$ cat src/rtl/rcosc_reset_sequencer.sv
// Power-up reset sequencer for the RC-oscillator fabric clock domain.
// Waits for oscillator settling, qualifies PLL lock, then releases the
// MSS, fabric and core resets in order. Lock loss or a soft-reset request
// pulls every domain back into reset and restarts qualification.
//
// state        | meaning
// -------------+----------------------------------------------------------
// ST_STARTUP   | oscillator settling, lock and soft reset ignored
// ST_WAIT_LOCK | counting consecutive synced-high lock samples
// ST_REL_MSS   | MSS released, waiting one release gap
// ST_REL_FAB   | MSS and fabric released, waiting one release gap
// ST_RUN       | all domains released, READY high
// ST_HOLD      | soft reset in progress, all domains held for at least one gap
`timescale 1ns/1ps

module rcosc_reset_sequencer #(
  parameter int unsigned STARTUP_CYCLES = 1024,
  parameter int unsigned LOCK_FILTER    = 16,
  parameter int unsigned RELEASE_GAP    = 8
) (
  input  logic CLK,
  input  logic RESETN,
  input  logic PLL_LOCK,
  input  logic SOFT_RESET_REQ,
  input  logic LOST_CLR,
  output logic MSS_RESETN,
  output logic FAB_RESETN,
  output logic CORE_RESETN,
  output logic READY,
  output logic LOCK_LOST
);

  localparam logic [15:0] STARTUP_LAST = 16'(STARTUP_CYCLES - 1);
  localparam logic [15:0] LOCK_LAST    = 16'(LOCK_FILTER - 1);
  localparam logic [15:0] GAP_LAST     = 16'(RELEASE_GAP - 1);
  localparam logic [15:0] GAP          = 16'(RELEASE_GAP);

  typedef enum logic [2:0] {
    ST_STARTUP   = 3'd0,
    ST_WAIT_LOCK = 3'd1,
    ST_REL_MSS   = 3'd2,
    ST_REL_FAB   = 3'd3,
    ST_RUN       = 3'd4,
    ST_HOLD      = 3'd5
  } state_t;

  state_t      state, state_nxt;
  logic [15:0] cnt, cnt_nxt;
  logic        lock_meta, lock_sync;
  logic        lost_set;
  logic        mss_nxt, fab_nxt, core_nxt;

  // Two-flop synchronizer for the asynchronous PLL lock.
  always_ff @(posedge CLK or negedge RESETN) begin
    if (!RESETN) begin
      lock_meta <= 1'b0;
      lock_sync <= 1'b0;
    end else begin
      lock_meta <= PLL_LOCK;
      lock_sync <= lock_meta;
    end
  end

  // State and shared counter registers.
  always_ff @(posedge CLK or negedge RESETN) begin
    if (!RESETN) begin
      state <= ST_STARTUP;
      cnt   <= '0;
    end else begin
      state <= state_nxt;
      cnt   <= cnt_nxt;
    end
  end

  // Next-state and counter logic; the counter restarts on every transition.
  always_comb begin
    state_nxt = state;
    cnt_nxt   = cnt + 16'd1;
    lost_set  = 1'b0;
    case (state)
      ST_STARTUP: begin
        if (cnt == STARTUP_LAST) state_nxt = ST_WAIT_LOCK;
      end
      ST_WAIT_LOCK: begin
        if (lock_sync && !SOFT_RESET_REQ) begin
          if (cnt == LOCK_LAST) state_nxt = ST_REL_MSS;
        end else begin
          cnt_nxt = '0;
        end
      end
      ST_REL_MSS, ST_REL_FAB, ST_RUN: begin
        // Lock loss outranks a simultaneous soft-reset request.
        if (!lock_sync) begin
          state_nxt = ST_WAIT_LOCK;
          lost_set  = 1'b1;
        end else if (SOFT_RESET_REQ) begin
          state_nxt = ST_HOLD;
        end else if (state == ST_RUN) begin
          cnt_nxt = cnt;
        end else if (cnt == GAP_LAST) begin
          state_nxt = (state == ST_REL_MSS) ? ST_REL_FAB : ST_RUN;
        end
      end
      ST_HOLD: begin
        if (!lock_sync) lost_set = 1'b1;
        if (cnt >= GAP) begin
          cnt_nxt = cnt;
          if (!SOFT_RESET_REQ) state_nxt = ST_WAIT_LOCK;
        end
      end
      default: state_nxt = ST_STARTUP;
    endcase
    if (state_nxt != state) cnt_nxt = '0;
  end

  // Output decode from the next state so outputs move with the state flop.
  always_comb begin
    mss_nxt  = (state_nxt == ST_REL_MSS) || (state_nxt == ST_REL_FAB) || (state_nxt == ST_RUN);
    fab_nxt  = (state_nxt == ST_REL_FAB) || (state_nxt == ST_RUN);
    core_nxt = (state_nxt == ST_RUN);
  end

  // Registered outputs; a new lock loss wins over a same-cycle clear.
  always_ff @(posedge CLK or negedge RESETN) begin
    if (!RESETN) begin
      MSS_RESETN  <= 1'b0;
      FAB_RESETN  <= 1'b0;
      CORE_RESETN <= 1'b0;
      READY       <= 1'b0;
      LOCK_LOST   <= 1'b0;
    end else begin
      MSS_RESETN  <= mss_nxt;
      FAB_RESETN  <= fab_nxt;
      CORE_RESETN <= core_nxt;
      READY       <= core_nxt;
      if (lost_set)      LOCK_LOST <= 1'b1;
      else if (LOST_CLR) LOCK_LOST <= 1'b0;
    end
  end

endmodule

$ cat config.mk
export PLATFORM = sky130hd
export DESIGN_NAME = rcosc_reset_sequencer
export DESIGN_NICKNAME = d
export VERILOG_FILES = /design/src/rtl/rcosc_reset_sequencer.sv
export SDC_FILE = /design/constraint.sdc
export NUM_CORES = 1
export LEC_CHECK = 0
export CORE_ASPECT_RATIO = 1.1
export CORE_MARGIN = 8
export CORE_UTILIZATION = 53
export DETAILED_ROUTE_END_ITERATION = 6
export GPL_TIMING_DRIVEN = 0
export PLACE_DENSITY = 0.84
export RECOVER_POWER = 100
export SLEW_MARGIN = 25
export SYNTH_ARGS = -nofsm -noshare
export SYNTH_HDL_FRONTEND = slang
export SYNTH_SLANG_ARGS = --single-unit
$ cat constraint.sdc
create_clock -name CLK -period 2.35 [get_ports CLK]
set_input_delay 0.47 -clock CLK [delete_from_list [all_inputs] [get_ports CLK]]
set_output_delay 0.47 -clock CLK [all_outputs]
set_load 0.02 [all_outputs]
== Word-level counts from Yosys, hierarchy flattened ==
Cells that the tools add are included.

* Flip-flop bits (word level): 25
* Bits of input ports: 5
* Output and inout port bits: 5
* Word-level logic and storage cells: 56

* $add $sub $neg: 1
* $lt $le $gt $ge: 1
* Eq/ne operators: 14
* Mux-type cells: 22
* Reduce and logical (&&, ||, !) cells: 10

{| class="wikitable"
|+ Operators with widths
! kind !! count
|-
| $mux 16 || 6
|-
| $pmux 16 s3 || 1
|-
| $mux 3 || 10
|-
| $add 16x1->16 const B || 1
|-
| $eq 16x10->1 const B || 1
|-
| $eq 16x3->1 const B || 1
|-
| $eq 16x4->1 const B || 1
|-
| $ge 16x4->1 const B || 1
|-
| $eq 3x2->1 const B || 4
|-
| $pmux 3 s4 || 1
|-
| $eq 3x3->1 const B || 3
|-
| $ne 5x5->1 const B || 1
|-
| $mux 1 || 4
|-
| $reduce_or 4->1 || 1
|-
| $eq 3x1->1 const B || 1
|-
| $logic_not 3->1 || 1
|-
| $logic_or 1x1->1 || 3
|-
| $ne 3x3->1 || 1
|-
| $ne 3x3->1 const B || 1
|-
| $reduce_or 3->1 || 1
|-
| $reduce_and 2->1 || 1
|-
| $reduce_bool 2->1 || 1
|-
| $logic_and 1x1->1 || 1
|-
| $logic_not 1->1 || 1
|}

== Longest topological paths before layout ==
Gate-level depths: netlist (run 1).

* Depth after elaboration: 10
* Mapped depth: 8
* Mapped depth without buffers: 7

== Worst setup path before layout (run 1) ==
OpenSTA, ideal clock, no wires.

* Kind: reg2reg
* From: reg cnt[11]
* To: reg FAB_RESETN
* Setup time: 128 ps
* Arrival: 2133 ps
* Required time: 2222 ps
* Path slack: 89 ps
* Cell stages (with the launch flop): 6
* Buffers on the path: 0
* Period minus slack after synthesis: 2261 ps
* Path through: dfrtp_1 or4_4 nor4_4 o22ai_1 nor3_2 mux2_1

* Word-level cells in the longest chain between the ends: 8
* Elaborated cells on any way between the ends: 16
* Those cells by class: order compare (1); eq/ne (5); mux (9); reduce/logical (1)

{| class="wikitable"
|+ RTL lines
! item !! line !! RTL
|-
| start: declaration || 48 || <nowiki>logic [15:0] cnt, cnt_nxt;</nowiki>
|-
| start signal: assignment || 71 || <nowiki>cnt <= cnt_nxt;</nowiki>
|-
| parallel branches: the longest is 5 deep, another holds $ge 16x4->1 || -- ||
|-
| $pmux 3 s4 (*) || 80 || <nowiki>case (state)</nowiki>
|-
| $eq 3x2->1 / $eq 3x3->1 (equally long branches) || 119 || <nowiki>fab_nxt = (state_nxt == ST_REL_FAB) || (state_nxt == ST_RUN);</nowiki>
|-
| $logic_or 1x1->1 (*) || 119 ||
|-
| via fab_nxt || 51 || <nowiki>logic mss_nxt, fab_nxt, core_nxt;</nowiki>
|-
| end signal: assignment || 133 || <nowiki>FAB_RESETN <= fab_nxt;</nowiki>
|-
| end: declaration || 27 || <nowiki>output logic FAB_RESETN,</nowiki>
|}

Mark *: on every way through the listed nets, which the timed path passes.
A chain may end at the register's enable or synchronous reset.

== Final worst setup path (run 1) ==
* From: reg cnt[6]
* To: reg cnt[4]

* Word-level cells in the longest chain between the ends: 9
* Elaborated cells on any way between the ends: 18
* Those cells by class: order compare (1); eq/ne (6); mux (10); reduce/logical (1)

{| class="wikitable"
|+ RTL lines
! item
|-
| parallel branches: the longest is 9 deep, another holds $ge 16x4->1
|}

Parallel ways; which one is timed is not known.

==> metrics, run 1 <==
ANT nets after route=0; Diodes inserted=0; Yosys cell types=42; failing checks=setup timing; Final Skew=about 0.012 ns; critical path capture point type=register; cell internal pwr=511 uW; CP max-delay cell=or4_4; NumNets Final=210; hold crit path type=reg2reg; TritonCTS clock tree=built; Net Sw Power=161 uW; worst slew pin tran=approximately 1.3 ns; switching share of power=between 20% and 30%; worst skew pair latency=between 0.3 and 0.4 ns; Slew headroom=about an eighth; final wirelength=slightly below 4 mm; Placement Cell Area=around 1700 um^2; FF/Latch Area=~630 um^2; CTS Buf Count=3; layout cells sized above 1=a little under a quarter; die area=around 5100 um^2; Max IR drop VDD=~0.36 mV; CTS Hold Bufs=0; Yosys reg bits=25; Post-synth top cells=dfrtp_1 (25), nor2_1 (17), a21oi_1 (11), nand2_1 (9), xor2_1 (9); fin crit share=100%; YS warnings=0; IO Port Bufs=9; post-synthesis instance total=174; crit-path leading delay family=simple AND/OR/NAND/NOR gates; fill count=around 230; crit path max fanout=5; CTS sink count=25; Ports=10; per-cell routed wire length=around 17 um; worst setup path category=reg2reg; Rows=21; Seq/Total Area, Yosys=between 30% and 40%; number of global-route vias before repair=~1400; Synth top area share=around two fifths; Post-Syn Nets=around 180; initial DRC count=169; clock transition at the registers of the reported paths=0.14 ns; Reg power frac=65.0%; Fin Setup TNS=-0.0107 ns; Tmin final=approximately 2.4 ns; Root Buffer Master=clkbuf_4; LEAKAGE=~0.00083 uW; CP Data Required Time=approximately 2.6 ns; final hold vios=0; arrival time worst endpoint=2.58 ns; synthesized cell area=roughly 1600 um^2; first-pass GRT wire length=around 6.5 mm; WP buf/inv=2; H-tree depth=1; Final Cell Area=a little under 2000 um^2; Post-synth EDFFs=0; PnR worst setup slack=-0.00435 ns; initial antenna violation count=0; RSZ-0062 raised after global routing=true; HPWL after DPL=~2.7 mm; Bufs on Longest Clock Path=2; via/cell ratio=between 6 and 7; Startpoint Class=register; Die W=about 70 um; ys flop type=dfrtp_1; ys async rst share=100%; 1st-pass router iterations=4; area delta synth->final=22.9%; most frequent cell after synthesis=dfrtp_1; maximum achievable frequency=0.425 GHz; vias=roughly 1500; synth top area cells=dfrtp_1 (39%), xor2_1 (4.9%), nor2_1 (3.9%); Die H=roughly 74 um; sequence of cells on the critical path=or4_4, nor4_4, buf_4, a2111oi_2, o221ai_2, a31o_4, clkbuf_16, nor2_1; Max Slew Vio Count=0; max cap viols=0; DRC viols=0; Final setup viols=4; area leader, netlist=dfrtp_1; Initial Util=~54%; gp weighted congestion=between 0.8 and 0.9; total grt overflow=0; Synth Area per Inst=9.29 um^2; core area=slightly below 3000 um^2; GRT Total Usage=16.3%; multi-input combinational cell area=980 um^2; pin count of the biggest net entering global routing=26; combinational power share=under 10%; pwr dens=around 340 nW/um^2; Clock power frac=between 20% and 30%; Crit path largest cell delay=about 0.6 ns; status=finished, violations left
-- registers in the layout, indices dropped and copies added (netlist names) --
name	cells
lock_sync	1
FAB_RESETN	1
state	3
MSS_RESETN	1
cnt	16
READY	1
lock_meta	1
LOCK_LOST	1
-- final cells by class --
type                    instances  area share [%]
multi-input cells             134            49.3
flip-flops and latches         25            31.5
repair buffers                 23            11.6
plain buffers                   9            2.71
well taps                      34            2.14
clock buffers                   3            1.13
inverters                       6            1.13
clock inverters                 1           0.378
-- final timing paths --
check	slack, ns	endpoint	startpoint	cells after the start
worst max-delay path	-0.004	cnt[4]$_DFFE_PN0P_	cnt[6]$_DFFE_PN0P_	8
worst min-delay path	0.38	lock_sync$_DFF_PN0_	lock_meta$_DFF_PN0_	0
worst max register to register	-0.004	cnt[4]$_DFFE_PN0P_	cnt[6]$_DFFE_PN0P_	8
worst min register to register	0.38	lock_sync$_DFF_PN0_	lock_meta$_DFF_PN0_	0
max in group asynchronous	1.09	cnt[9]$_DFFE_PN0P_	RESETN	1
min in group asynchronous	0.39	cnt[11]$_DFFE_PN0P_	RESETN	1
-- cell usage in the layout, fill, tap and decap left out, drive strengths merged, types with 5 or more instances in the layout --
cell type,count
xor2,9
o21ai,6
nand3,8
buf,16
and3,5
nand3b,6
nor3,11
dfrtp,25
dlygate4sd3,6
inv,6
nor2,17
nand2,9
a21oi,11
nand4,8
clkbuf,11
-- logic make-up (layout without fill, tap and decap cells) --
group | count (synthesis) | count (layout) | synth area share (%)
fa+ha+maj | 3 | 3 | 2.32
buf+inv | 15 | 42 | 4.41
xor+xnor | 9 | 9 | 4.88
simple gates | 83 | 83 | 32.0
compound gates | 36 | 36 | 15.7
flops | 25 | 25 | 38.7
mux | 3 | 3 | 2.01
-- routing by layer --
metal,track usage (%),up-vias,part of all wire [%]
met3,2.74,11,5.0
met5,0,-,0
met2,28.5,53,54
met4,6.61,0,1.8
li1,-,696,-
met1,18.8,732,39
-- through the flow --
stage                     cells  setup WS [ns]  util [%]  hold WS [ns]  total power [uW]
after floorplan             174         0.0891         -         0.174               461
after global placement      217         -0.322      58.9         0.336               480
after detailed placement    217         -0.359      58.9         0.361               482
after CTS                   227        0.00504      62.4         0.393               677
after global routing        235         -0.106      66.9         0.401               698
final                       235       -0.00435      66.9         0.384               673
-- power groups by stage --
| stage | sequential (uW) | combinational (uW) | clock [uW] |
|---|---|---|---|
| 4_1_cts | 437 | 38.6 | 202 |
| 5_1_grt | 438 | 43.3 | 217 |
| 6_report | 437 | 38.7 | 197 |
| 2_1_floorplan | 444 | 17.0 | 0 |
| 3_5_place_dp | 445 | 37.1 | 0 |
| 3_3_place_gp | 445 | 35.8 | 0 |
-- repair_timing --
action,CTS,global route
buffers inserted,6,7
gates cloned,0,1
setup endpoints to repair,11,18
hold endpoints to repair,0,0
resized for setup,2,15
pin swaps,2,10
No activity file was read; power rests on OpenSTA's default activity.
==> run 2, diff against run 1 <==
--- a/config.mk
+++ b/config.mk
@@ -5,13 +5,14 @@
 export SDC_FILE = /design/constraint.sdc
 export NUM_CORES = 1
 export LEC_CHECK = 0
+export CAP_MARGIN = 20
 export CORE_ASPECT_RATIO = 1.1
 export CORE_MARGIN = 8
-export CORE_UTILIZATION = 53
+export CORE_UTILIZATION = 56
 export DETAILED_ROUTE_END_ITERATION = 6
+export DONT_BUFFER_PORTS = 1
 export GPL_TIMING_DRIVEN = 0
-export PLACE_DENSITY = 0.84
-export RECOVER_POWER = 100
+export PLACE_DENSITY = 0.83
 export SLEW_MARGIN = 25
 export SYNTH_ARGS = -nofsm -noshare
 export SYNTH_HDL_FRONTEND = slang
==> run 2 against run 1 <==
The flow still finishes with violations (setup timing). Routed wire length fell by 0.86%. Worst hold slack got worse by 0.26 ns. Largest power group unchanged. First-iteration DRC count fell by 15%. Sequential power barely moved.
==> metrics, run 2 (synthesis results as in run 1) <==
DRC viols=0 (unchanged); biggest regs=cnt x16, state x3; status=finished, violations left; hold crit path type=in2async; Max Slew Vio Count=0 (unchanged); HPWL after DPL=2.58 mm (-3.6%); PnR worst setup slack=-0.00741 ns (-0.00307 ns); ANT nets after route=0 (unchanged); most flop-heavy register=cnt; crit path max fanout=8 (+3); Inst Count DP=207 (-4.6%); clock transition at the registers of the reported paths=0.13 ns (about the same); final hold vios=0 (unchanged); Startpoint Class=register; fin crit share=100% (+0.13 points); Clock power frac=28.9% (-0.4 points); LEAKAGE=0.000785 uW (-5.4%); Fin Setup TNS=-0.0246 ns (-0.0139 ns); Ports=10 (unchanged); Root Buffer Master=clkbuf_4; sequence of cells on the critical path=or4_4, buf_6, nor4_4, a31oi_1, o221ai_2, a31o_4, clkbuf_16, a21oi_1; Bufs on Longest Clock Path=2 (unchanged); CTS sink count=25 (unchanged); via/cell ratio=6.39 (+0.61%); die area=4860 um^2 (-4.2%); combinational power share=4.9% (-0.9 points); Crit path largest cell delay=0.61 ns (about the same); per-cell routed wire length=17.3 um (+2.6%); Tmin final=2.36 ns (+0.00307 ns); switching share of power=23.2% (-0.76 points); IO Port Bufs=0 (-9); Initial Util=58.7% (+4.3 points); layout cells sized above 1=24.7% (+0.86 points); failing checks=setup timing; critical path capture point type=register; Die W=67.2 um (-2.1%); area delta synth->final=17.6%; first-pass GRT wire length=5.99 mm (-7.2%); CTS Buf Count=3 (unchanged); Reg power frac=66.2% (+1.2 points); max reg flops=16 (unchanged); Net Sw Power=154 uW (-4.9%); TritonCTS clock tree=built; arrival time worst endpoint=2.57 ns (about the same); core area=2750 um^2 (-7.3%); pin count of the biggest net entering global routing=26 (unchanged); maximum achievable frequency=0.424 GHz (-0.13%); Die H=72.4 um (-2.1%); worst setup path category=reg2reg; H-tree depth=1 (unchanged); Final Skew=0.00520 ns (-0.00719 ns); max cap viols=0 (unchanged); Rows=20 (-4.8%); NumNets Final=203 (-3.3%); final wirelength=3.94 mm (-0.86%); pwr dens=348 nW/um^2 (+2.7%); 1st-pass router iterations=4 (unchanged); Diodes inserted=0 (unchanged); number of global-route vias before repair=1354 (-6.1%); Slew headroom=63.0% (+51 points); worst skew pair latency=0.32 ns (about the same); Max IR drop VDD=0.460 mV (+29%); most frequent cells in the layout=dfrtp_1 (25), nor2_1 (15), buf_4 (12); cell internal pwr=507 uW (-0.80%); Non-Filler Instances=227 (-3.4%); worst slew pin tran=0.555 ns (-0.768 ns); RSZ-0062 raised after global routing=true; vias=1450 (-2.8%); Final setup viols=6 (+2); CP Data Required Time=2.57 ns (about the same); most common cell after layout, fill and taps aside=dfrtp_1; CP max-delay cell=or4_4; initial antenna violation count=0 (unchanged); gp weighted congestion=0.881 (-0.29%); total grt overflow=0 (unchanged); GRT Total Usage=15.2% (-1.1 points); initial DRC count=143 (-15%)
-- run 2: cell types whose count changed in the layout (fill, tap and decap cells not counted), moves of 2 or more --
cell,change
buf_2,+2
clkbuf_1,-2
nor3_2,-2
buf_6,+3
buf_12,-2
dlygate4sd3_1,-6
nor3_4,+2
clkdlybuf4s50_1,-2
-- run 2: power groups by stage --
stage	clock [uW]	combinational (uW)	sequential (uW)
final	191	32.6	437
after detailed placement	0	21.1	445
after global routing	210	36.8	438
after global placement	0	20.2	445
after CTS	196	30.5	437
after floorplan	0	17.0	444
-- run 2: repair_timing --
item                                    4_1_cts  5_1_grt
resized for setup                             1       19
endpoints found under the setup margin       12       17
gates cloned                                  0        2
buffers inserted                              6        7
endpoints found under the hold margin        25        0
hold buffers                                  1        0
pin swaps                                     2       16
-- run 2: path summary, 6_finish.rpt --
check                                       to                start  depth (start not counted)  slack, ns
setup / recovery            cnt[2]$_DFFE_PN0P_  cnt[13]$_DFFE_PN0P_                          8     -0.007
hold / removal              cnt[9]$_DFFE_PN0P_               RESETN                          1       0.12
setup reg to reg            cnt[2]$_DFFE_PN0P_  cnt[13]$_DFFE_PN0P_                          8     -0.007
hold reg to reg            lock_sync$_DFF_PN0_  lock_meta$_DFF_PN0_                          0       0.36
max in group asynchronous   cnt[5]$_DFFE_PN0P_               RESETN                          1       1.86
min in group CLK           lock_meta$_DFF_PN0_             PLL_LOCK                          0       0.17
-- run 2: worst max-delay path: cells and delay by family, from the launching register on --
kind / cells / cell delay [ns]
buffers and inverters: 2 / 0.32
DFF: 1 / 0.42
and+or+nand+nor: 2 / 0.89
AOI/OAI and AO/OA: 4 / 0.63
-- run 2: cell type report --
class                   count  area (um^2)
well taps                  33         41.3
fillers                   198          852
multi-input cells         134          982
repair buffers             16          140
plain buffers               9         58.8
inverters                   6         22.5
flip-flops and latches     25          626
clock buffers               3         22.5
clock inverters             1         7.51
-- run 2: layer usage --
layer / up-vias / share of wire [%] / global-route usage [%] / routed length, um
met3: 18 / 5.8 / 2.00 / 230
met2: 49 / 53 / 25.7 / 2080
met4: 0 / 3.4 / 6.74 / 132
met5: - / 0 / 0 / 0
met1: 705 / 38 / 18.5 / 1490
li1: 678 / - / - / -
-- run 2: metrics by stage --
| stage | util, % | worst slack (ns) | hold slack, ns | total power, uW | instance area (um^2) |
|---|---|---|---|---|---|
| after global routing | 69.0 | -0.0795 | 0.147 | 684 | 1900 |
| after floorplan | - | 0.0891 | 0.174 | 461 | 1620 |
| after detailed placement | 60.2 | -0.139 | 0.175 | 466 | 1660 |
| after CTS | 63.5 | 0.00383 | 0.160 | 664 | 1750 |
| after global placement | 60.2 | -0.0855 | 0.175 | 465 | 1660 |
| final | 69.0 | -0.00741 | 0.120 | 661 | 1900 |
==> run 3, diff against run 2 <==
--- a/config.mk
+++ b/config.mk
@@ -9,6 +9,7 @@
 export CORE_ASPECT_RATIO = 1.1
 export CORE_MARGIN = 8
 export CORE_UTILIZATION = 56
+export CTS_CLUSTER_DIAMETER = 150
 export DETAILED_ROUTE_END_ITERATION = 6
 export DONT_BUFFER_PORTS = 1
 export GPL_TIMING_DRIVEN = 0
==> results of run 3 <==
The final DEF is identical to that of run 2; final timing and power are the same.
